===== config.mk =====
export PLATFORM = sky130hd
export DESIGN_NAME = reg_dump_reader_flat
export DESIGN_NICKNAME = d
export VERILOG_FILES = /design/src/rtl/cpu_pkg.sv /design/src/rtl/reg_dump_reader_if.sv /design/src/rtl/reg_dump_reader.sv /design/src/flat_wrapper.sv
export SDC_FILE = /design/constraint.sdc
export NUM_CORES = 1
export LEC_CHECK = 0
export BUFFER_PORTS_ARGS = -buffer_cell sky130_fd_sc_hd__buf_2
export CAP_MARGIN = 25
export CORE_MARGIN = 2
export CORE_UTILIZATION = 53
export DETAILED_ROUTE_END_ITERATION = 7
export GPL_TIMING_DRIVEN = 0
export PLACE_DENSITY_LB_ADDON = 0.08
export SYNTH_ARGS = -nofsm -noshare
export SYNTH_HDL_FRONTEND = slang
export SYNTH_SLANG_ARGS = --single-unit
export TNS_END_PERCENT = 5

===== constraint.sdc =====
create_clock -name CLK -period 4.85 [get_ports CLK]
set_clock_uncertainty 0.1 [all_clocks]
set_input_delay 0.97 -clock CLK [delete_from_list [all_inputs] [get_ports CLK]]
set_output_delay 0.97 -clock CLK [all_outputs]
set_load 0.1 [all_outputs]

===== src/rtl/cpu_pkg.sv =====
// Shared CPU definitions: register-file geometry and the dump-engine state encoding.
// Latency: none (types and constants only).
// Backpressure: not applicable.
package cpu_pkg;

  localparam int REG_ADDR_W = 3;
  localparam int REG_DATA_W = 8;
  localparam int NUM_REGS   = 8;

  typedef enum logic [1:0] {
    IDLE    = 2'd0,
    SETUP   = 2'd1,
    PRESENT = 2'd2,
    DONE    = 2'd3
  } state_t;

endpackage


===== src/rtl/reg_dump_reader_if.sv =====
// Bundle between the register dump engine, the register-file read port and the word sink.
// Latency: none (wires only).
// Backpressure: DVALID/DREADY handshake on the DOUT/DIDX stream.
// Ports: START/FIRST/LAST request, RADDR/RDATA read port, DOUT/DIDX/DVALID/DREADY stream,
//        BUSY/DONE status. The slave side is the engine; the master side is everything
//        around it (requester, register file and sink together).
interface reg_dump_reader_if #(
  parameter int DATA_WIDTH = cpu_pkg::REG_DATA_W,
  parameter int ADDR_WIDTH = cpu_pkg::REG_ADDR_W
);

  logic                  START;
  logic [ADDR_WIDTH-1:0] FIRST;
  logic [ADDR_WIDTH-1:0] LAST;
  logic [ADDR_WIDTH-1:0] RADDR;
  logic [DATA_WIDTH-1:0] RDATA;
  logic [DATA_WIDTH-1:0] DOUT;
  logic [ADDR_WIDTH-1:0] DIDX;
  logic                  DVALID;
  logic                  DREADY;
  logic                  BUSY;
  logic                  DONE;

  modport slave (
    input  START, FIRST, LAST, RDATA, DREADY,
    output RADDR, DOUT, DIDX, DVALID, BUSY, DONE
  );

  modport master (
    output START, FIRST, LAST, RDATA, DREADY,
    input  RADDR, DOUT, DIDX, DVALID, BUSY, DONE
  );

endinterface


===== src/rtl/reg_dump_reader.sv =====
// Walks one register-file read port over an inclusive, optionally wrapping index range.
// Latency: first word valid READ_LAT cycles after START; one word per READ_LAT+1 cycles.
// Backpressure: a presented word is held until DREADY; no further reads are issued meanwhile.
// Ports: CLK, RESET (async, active low), bus (slave side of reg_dump_reader_if).
module reg_dump_reader
  import cpu_pkg::*;
#(
  parameter int DATA_WIDTH = REG_DATA_W,
  parameter int ADDR_WIDTH = REG_ADDR_W,
  parameter int READ_LAT   = 1
) (
  input  logic            CLK,
  input  logic            RESET,
  reg_dump_reader_if.slave bus
);

  // Wait counter is 3 bits, enough for read latencies 1..7.
  localparam logic [2:0] LAT_INIT = 3'(READ_LAT);
  localparam logic [ADDR_WIDTH-1:0] IDX_ONE = ADDR_WIDTH'(1);

  state_t                state_q,  state_d;
  logic [ADDR_WIDTH-1:0] idx_q,    idx_d;
  logic [ADDR_WIDTH-1:0] last_q,   last_d;
  logic [ADDR_WIDTH-1:0] raddr_q,  raddr_d;
  logic [DATA_WIDTH-1:0] dout_q,   dout_d;
  logic [ADDR_WIDTH-1:0] didx_q,   didx_d;
  logic                  dvalid_q, dvalid_d;
  logic [2:0]            cnt_q,    cnt_d;

  always_ff @(posedge CLK or negedge RESET) begin
    if (!RESET) begin
      state_q  <= IDLE;
      idx_q    <= '0;
      last_q   <= '0;
      raddr_q  <= '0;
      dout_q   <= '0;
      didx_q   <= '0;
      dvalid_q <= 1'b0;
      cnt_q    <= '0;
    end else begin
      state_q  <= state_d;
      idx_q    <= idx_d;
      last_q   <= last_d;
      raddr_q  <= raddr_d;
      dout_q   <= dout_d;
      didx_q   <= didx_d;
      dvalid_q <= dvalid_d;
      cnt_q    <= cnt_d;
    end
  end

  always_comb begin
    state_d  = state_q;
    idx_d    = idx_q;
    last_d   = last_q;
    raddr_d  = raddr_q;
    dout_d   = dout_q;
    didx_d   = didx_q;
    dvalid_d = dvalid_q;
    cnt_d    = cnt_q;

    case (state_q)
      IDLE: begin
        if (bus.START) begin
          idx_d   = bus.FIRST;
          last_d  = bus.LAST;
          raddr_d = bus.FIRST;
          cnt_d   = LAT_INIT;
          state_d = SETUP;
        end
      end

      SETUP: begin
        cnt_d = cnt_q - 3'd1;
        // Counter at 1 means RDATA for raddr_q is valid on this edge.
        if (cnt_q == 3'd1) begin
          dout_d   = bus.RDATA;
          didx_d   = idx_q;
          dvalid_d = 1'b1;
          state_d  = PRESENT;
        end
      end

      PRESENT: begin
        // DOUT is a private copy, so register-file writes here cannot disturb it.
        if (dvalid_q && bus.DREADY) begin
          dvalid_d = 1'b0;
          if (idx_q == last_q) begin
            state_d = DONE;
          end else begin
            // Natural overflow of the index gives the 7->0 wrap.
            idx_d   = idx_q + IDX_ONE;
            raddr_d = idx_q + IDX_ONE;
            cnt_d   = LAT_INIT;
            state_d = SETUP;
          end
        end
      end

      DONE: begin
        state_d = IDLE;
      end

      default: begin
        state_d = IDLE;
      end
    endcase
  end

  // Status flags decode the state register directly, so they stay register-driven.
  assign bus.RADDR  = raddr_q;
  assign bus.DOUT   = dout_q;
  assign bus.DIDX   = didx_q;
  assign bus.DVALID = dvalid_q;
  assign bus.BUSY   = (state_q != IDLE);
  assign bus.DONE   = (state_q == DONE);

endmodule


===== src/flat_wrapper.sv =====
// flat-port wrapper written by rule: the top's interface ports become plain ports
module reg_dump_reader_flat import cpu_pkg::*;
#(
  parameter int DATA_WIDTH = REG_DATA_W,
  parameter int ADDR_WIDTH = REG_ADDR_W,
  parameter int READ_LAT   = 1
)
  (CLK, RESET, bus_START, bus_FIRST, bus_LAST, bus_RDATA, bus_DREADY, bus_RADDR, bus_DOUT, bus_DIDX, bus_DVALID, bus_BUSY, bus_DONE);
  reg_dump_reader_if #(.DATA_WIDTH(DATA_WIDTH), .ADDR_WIDTH(ADDR_WIDTH)) bus_i ();
  input  logic CLK;
  input  logic RESET;
  input wire logic [$bits(bus_i.START)-1:0] bus_START;
  input wire logic [$bits(bus_i.FIRST)-1:0] bus_FIRST;
  input wire logic [$bits(bus_i.LAST)-1:0] bus_LAST;
  input wire logic [$bits(bus_i.RDATA)-1:0] bus_RDATA;
  input wire logic [$bits(bus_i.DREADY)-1:0] bus_DREADY;
  output wire logic [$bits(bus_i.RADDR)-1:0] bus_RADDR;
  output wire logic [$bits(bus_i.DOUT)-1:0] bus_DOUT;
  output wire logic [$bits(bus_i.DIDX)-1:0] bus_DIDX;
  output wire logic [$bits(bus_i.DVALID)-1:0] bus_DVALID;
  output wire logic [$bits(bus_i.BUSY)-1:0] bus_BUSY;
  output wire logic [$bits(bus_i.DONE)-1:0] bus_DONE;
  assign bus_i.START = bus_START;
  assign bus_i.FIRST = bus_FIRST;
  assign bus_i.LAST = bus_LAST;
  assign bus_i.RDATA = bus_RDATA;
  assign bus_i.DREADY = bus_DREADY;
  assign bus_RADDR = bus_i.RADDR;
  assign bus_DOUT = bus_i.DOUT;
  assign bus_DIDX = bus_i.DIDX;
  assign bus_DVALID = bus_i.DVALID;
  assign bus_BUSY = bus_i.BUSY;
  assign bus_DONE = bus_i.DONE;
  reg_dump_reader #(.DATA_WIDTH(DATA_WIDTH), .ADDR_WIDTH(ADDR_WIDTH), .READ_LAT(READ_LAT)) u_core (.CLK(CLK), .RESET(RESET), .bus(bus_i));
endmodule

### Word level (Yosys, flattened, before mapping)

Index checks and enable logic that the tools add are counted.

| storage, ports and cells | value |
|---|---|
| output and inout port bits | 17 |
| input port bits | 18 |
| register bits | 23 |
| word-level logic and storage cells | 46 |

| cells by class | value |
|---|---|
| reduce and logical (&&, ||, !) cells | 12 |
| $add $sub $neg | 2 |
| multiplexer cells | 16 |
| equal/unequal tests | 9 |

Operators with widths:

| kind | count |
|---|---|
| 3-bit two-way mux | 6 |
| 3-bit case mux with 3 select lines | 1 |
| 2-bit two-way mux | 4 |
| 2-bit case mux with 4 select lines | 1 |
| 4-bit AND reduction | 2 |
| 3-bit case mux with 2 select lines | 1 |
| 3-bit AND reduction | 2 |
| 2-bit nonzero test | 3 |
| 2-bit == test (second input constant) | 2 |
| 2-bit by 1-bit != test with 1-bit output (second input constant) | 2 |
| 2-bit != test (second input constant) | 2 |
| 2-bit AND reduction | 2 |
| 3-bit by 1-bit adder with 3-bit output (second input constant) | 1 |
| 3-bit by 1-bit == test with 1-bit output (second input constant) | 1 |
| 3-bit == test | 1 |
| 3-bit nonzero test | 1 |
| 3-bit by 1-bit subtractor with 3-bit output (second input constant) | 1 |
| 2-bit by 1-bit == test with 1-bit output (second input constant) | 1 |
| 2-bit logical NOT | 1 |
| 1-bit two-way mux | 2 |
| 1-bit case mux with 2 select lines | 1 |
| 1-bit logical AND | 1 |

### Depth between registers and ports, before layout

| logic depth | value |
|---|---|
| depth after elaboration | 4 |
| depth in mapped cells | 6 |
| depth with buffers taken out | 6 |

### Worst setup path before layout

OpenSTA, ideal clock, no wires.

| timing path | value |
|---|---|
| path type | flip-flop to output port |
| start point | reg u_core.state_q[1] |
| end point | out bus_DONE |
| cell stages (with the launch flop) | 3 |
| buffers on the path | 1 |
| arrival | 1438 ps |
| required time | 3780 ps |
| setup slack | 2342 ps |
| path through | dfrtp_1 clkbuf_1 and2_1 |

| between the ends | value |
|---|---|
| longest elaborated chain between the ends | 1 |

Ends and longest elaborated chain:

| what | line | RTL |
|---|---|---|
| start: declaration | reg_dump_reader.sv:21 | `state_t state_q, state_d;` |
| start signal: assignment | reg_dump_reader.sv:41 | `state_q <= state_d;` |
| 2-bit == test | reg_dump_reader.sv:116 | `assign bus.DONE = (state_q == DONE);` |
| end: declaration | flat_wrapper.sv:22 | `output wire logic [$bits(bus_i.DONE)-1:0] bus_DONE;` |

No other way between the ends.

### Worst setup path in the final report

Same ends and word-level chain as after synthesis.

==> impl_results.md <==
- Status: finished clean
- Final setup fails: 0
- Syn. warnings: 0
- Synth Net Count: 114
- Post-synthesis register bit count: 23
- Post-CTS Resized: 0
- Worst hold path type: reg -> reg
- Clk slew on worst S/H paths: 0.12 ns
- Area occupied by registers: 575.6 µm²
- # fillers: 170
- Slowest cell delay on critical path: 0.43 ns
- Post-synthesis compound-gate area fraction: 0.09329
- Vias in the first global route: 802
- RSZ-0062 raised after global routing: false
- CTS tree: yes
- Least-Margin Pin Slew: 0.5095 ns
- Setup TNS: 0 ns
- Register area share after synthesis: 0.5233
- I/O pin count: 35
- Fin. max-slew vios: 0
- Starting Density: 0.5606
- Initial antenna violation count: 0
- CP endpoint kind: output pin
- Top-area cell type share of the netlist area: 0.5233
- Clock Sinks: 23
- Final ANT Viol Nets: 0
- Tot GR Track Use: 0.1849
- N_diodes: 0
- Max Cap Viol: 0
- Final-stage net count: 153
- Via/cell ratio: about 5.1
- Die outline area: around 0.0025 mm²
- Router iterations before antenna repair: 4
- Row count: 16
- Crit-path leading delay family: buffers and inverters
- Via count: 804
- Worst rel slew slack: 0.6603
- Syn_area_per_cell: 11.83 µm²
- Insertion delay to the later sink of the worst-skew pair: 0.31 ns
- WL final: 1.967 mm
- Area grow syn2layout: 20.93%
- Setup bufs post-CTS: 0
- Post-Synth Simple-Gate Area: 0.1149
- Global-route wire length before repair: between 3 and 4 mm
- Worst EP arrival: 1.72 ns
- Die span in y: between 40 and 50 µm
- Post-synthesis cell area: ~0.0011 mm²
- CTS Buf Count: 3
- Synth Area in Adders: 0.03413
- Root buf cell: clkbuf_4
- Startpoint types: register
- Final min period: approximately 2.8 ns
- CP cell instances: clkbuf_1 -> and2_1 -> buf_2
- Critical-path top delay cell: dfrtp_1
- Post-Synth XOR/XNOR Area: 0.03185
- Global placer's final weighted congestion: 0.7690
- Main combinational cell family by area after synthesis: multiplexers
- H-tree depth reported by CTS: 1
- CTS Hold Bufs: 0
- Synth area leaders: dfrtp_1, mux2_2, ha_1
- Area occupied by multi-input gates: a little under 500 µm²
- Aggregate global routing overflow: 0
- Mux contribution to synthesized area: 0.1741
- Drt wl/cell: 12.45 µm
- Max Freq: 357.9 MHz
- CP Class: reg -> out
- Distinct cells, synth: 30
- Post-DP HPWL: 1.476 mm
- Layout Utilization: 0.6779
- Longest Clk Path Bufs: 2
- DR iter-0 viols: 4
- Die X: a little under 50 µm
- WP data required: approximately 3.8 ns
- Fin. Hold Viols: 0
- CP max FO: 10
- Syn Inst Count: 93
- Core Region: slightly below 0.002 mm²
- Fraction of layout cells with a size suffix above 1: 0.4351
- DRC violations left: 0
- # port buffers: 34
- Buf/Inv on CP: 2
- Pin count of the biggest net entering global routing: 24
- Crit share post-route: 0.5760
- Cell taking the most area after synthesis: dfrtp_1
[flip-flops by register name, summed over array words and instances (netlist names)]
register           count
u_core.cnt_q           3
u_core.bus.DVALID      1
u_core.last_q          3
u_core.bus.DIDX        3
u_core.state_q         2
u_core.idx_q           3
u_core.bus.DOUT        8
[metal layers]
layer / global-route usage / vias up / routed length, µm
met5: 0 / - / 0
met4: 0.1111 / 0 / 43
met3: 0.03636 / 4 / 110
met2: 0.3089 / 25 / 980
met1: 0.2187 / 375 / 832
li1: - / 400 / -
[logic make-up after synthesis]
| kind of cell | count (synthesis) |
|---|---|
| compound gates | 14 |
| xor+xnor | 4 |
| simple gates | 24 |
| mux | 17 |
| fa+ha+maj | 3 |
| flops | 23 |
| buf+inv | 8 |
[synth_stat cells]
library cell   n
dfrtp_1       23
mux2_2        15
nand2_1        8
inv_1          5
o21ai_0        5
ha_1           3
nand2b_1       3
nor2_1         3
xor2_1         3
a211o_1        2
clkbuf_1       2
mux2_1         2
nand3_1        2
a211oi_2       1
a21boi_0       1
a21o_1         1
a21oi_1        1
a221o_1        1
a22o_1         1
and2_1         1
and3_1         1
buf_2          1
nand4_1        1
nor2_2         1
nor3_2         1
nor3b_1        1
o22a_1         1
or2_2          1
or4_1          1
xnor2_1        1
[path summary, 6_finish.rpt]
path                       cells after the start                        endpoint                            from  slack (ns)
max                                            3                        bus_DONE   u_core.state_q[1]$_DFFE_PN0P_        2.06
min                                            1  u_core.bus.DOUT[6]$_DFFE_PN0P_  u_core.bus.DOUT[6]$_DFFE_PN0P_        0.41
max reg2reg                                    4     u_core.idx_q[1]$_DFFE_PN0P_     u_core.idx_q[0]$_DFFE_PN0P_        3.04
min reg2reg                                    1  u_core.bus.DOUT[6]$_DFFE_PN0P_  u_core.bus.DOUT[6]$_DFFE_PN0P_        0.41
max in group asynchronous                      1  u_core.bus.DIDX[0]$_DFFE_PN0P_                           RESET        3.80
min in group asynchronous                      1    u_core.last_q[2]$_DFFE_PN0P_                           RESET        0.50
[metrics by stage]
| stage | hold WS, ns | setup WS [ns] | cell area [µm²] | cells |
|---|---|---|---|---|
| finish | 0.4138 | 2.056 | 1330 | 158 |
| floorplan | 0.3955 | 2.342 | 1100 | 93 |
| global route | 0.4281 | 1.953 | 1330 | 158 |
| CTS | 0.4201 | 2.057 | 1330 | 158 |
| detailed placement | 0.3904 | 2.427 | 1304 | 154 |
| global placement | 0.3850 | 2.447 | 1304 | 154 |
[area by class of cell]
type,count,area share
Multi-Input combinational cell,62,0.3706
Inverter,5,0.01411
Clock buffer,4,0.01976
Buffer,3,0.009407
Sequential cell,23,0.4327
Timing Repair Buffer,34,0.1279
Tap cell,27,0.02540
[layout by cell type, fill, tap and decap left out]
master	count
a211o_1	2
a22o_1	1
clkbuf_4	3
nand4_1	1
nand3_1	2
nand2_1	8
xnor2_1	1
a221o_1	1
nor3_2	1
o21ai_0	5
ha_1	3
a21oi_1	1
and2_1	1
nor2_1	3
clkbuf_1	3
inv_1	5
or2_2	1
nand2b_1	3
mux2_1	2
a21o_1	1
and3_1	1
xor2_1	3
a211oi_2	1
o22a_1	1
buf_2	35
nor2_2	1
or4_1	1
a21boi_0	1
dfrtp_1	23
mux2_2	15
nor3b_1	1
Power is not shown: default switching activity piles up to over one toggle a cycle in this logic, so the estimate is an artifact.
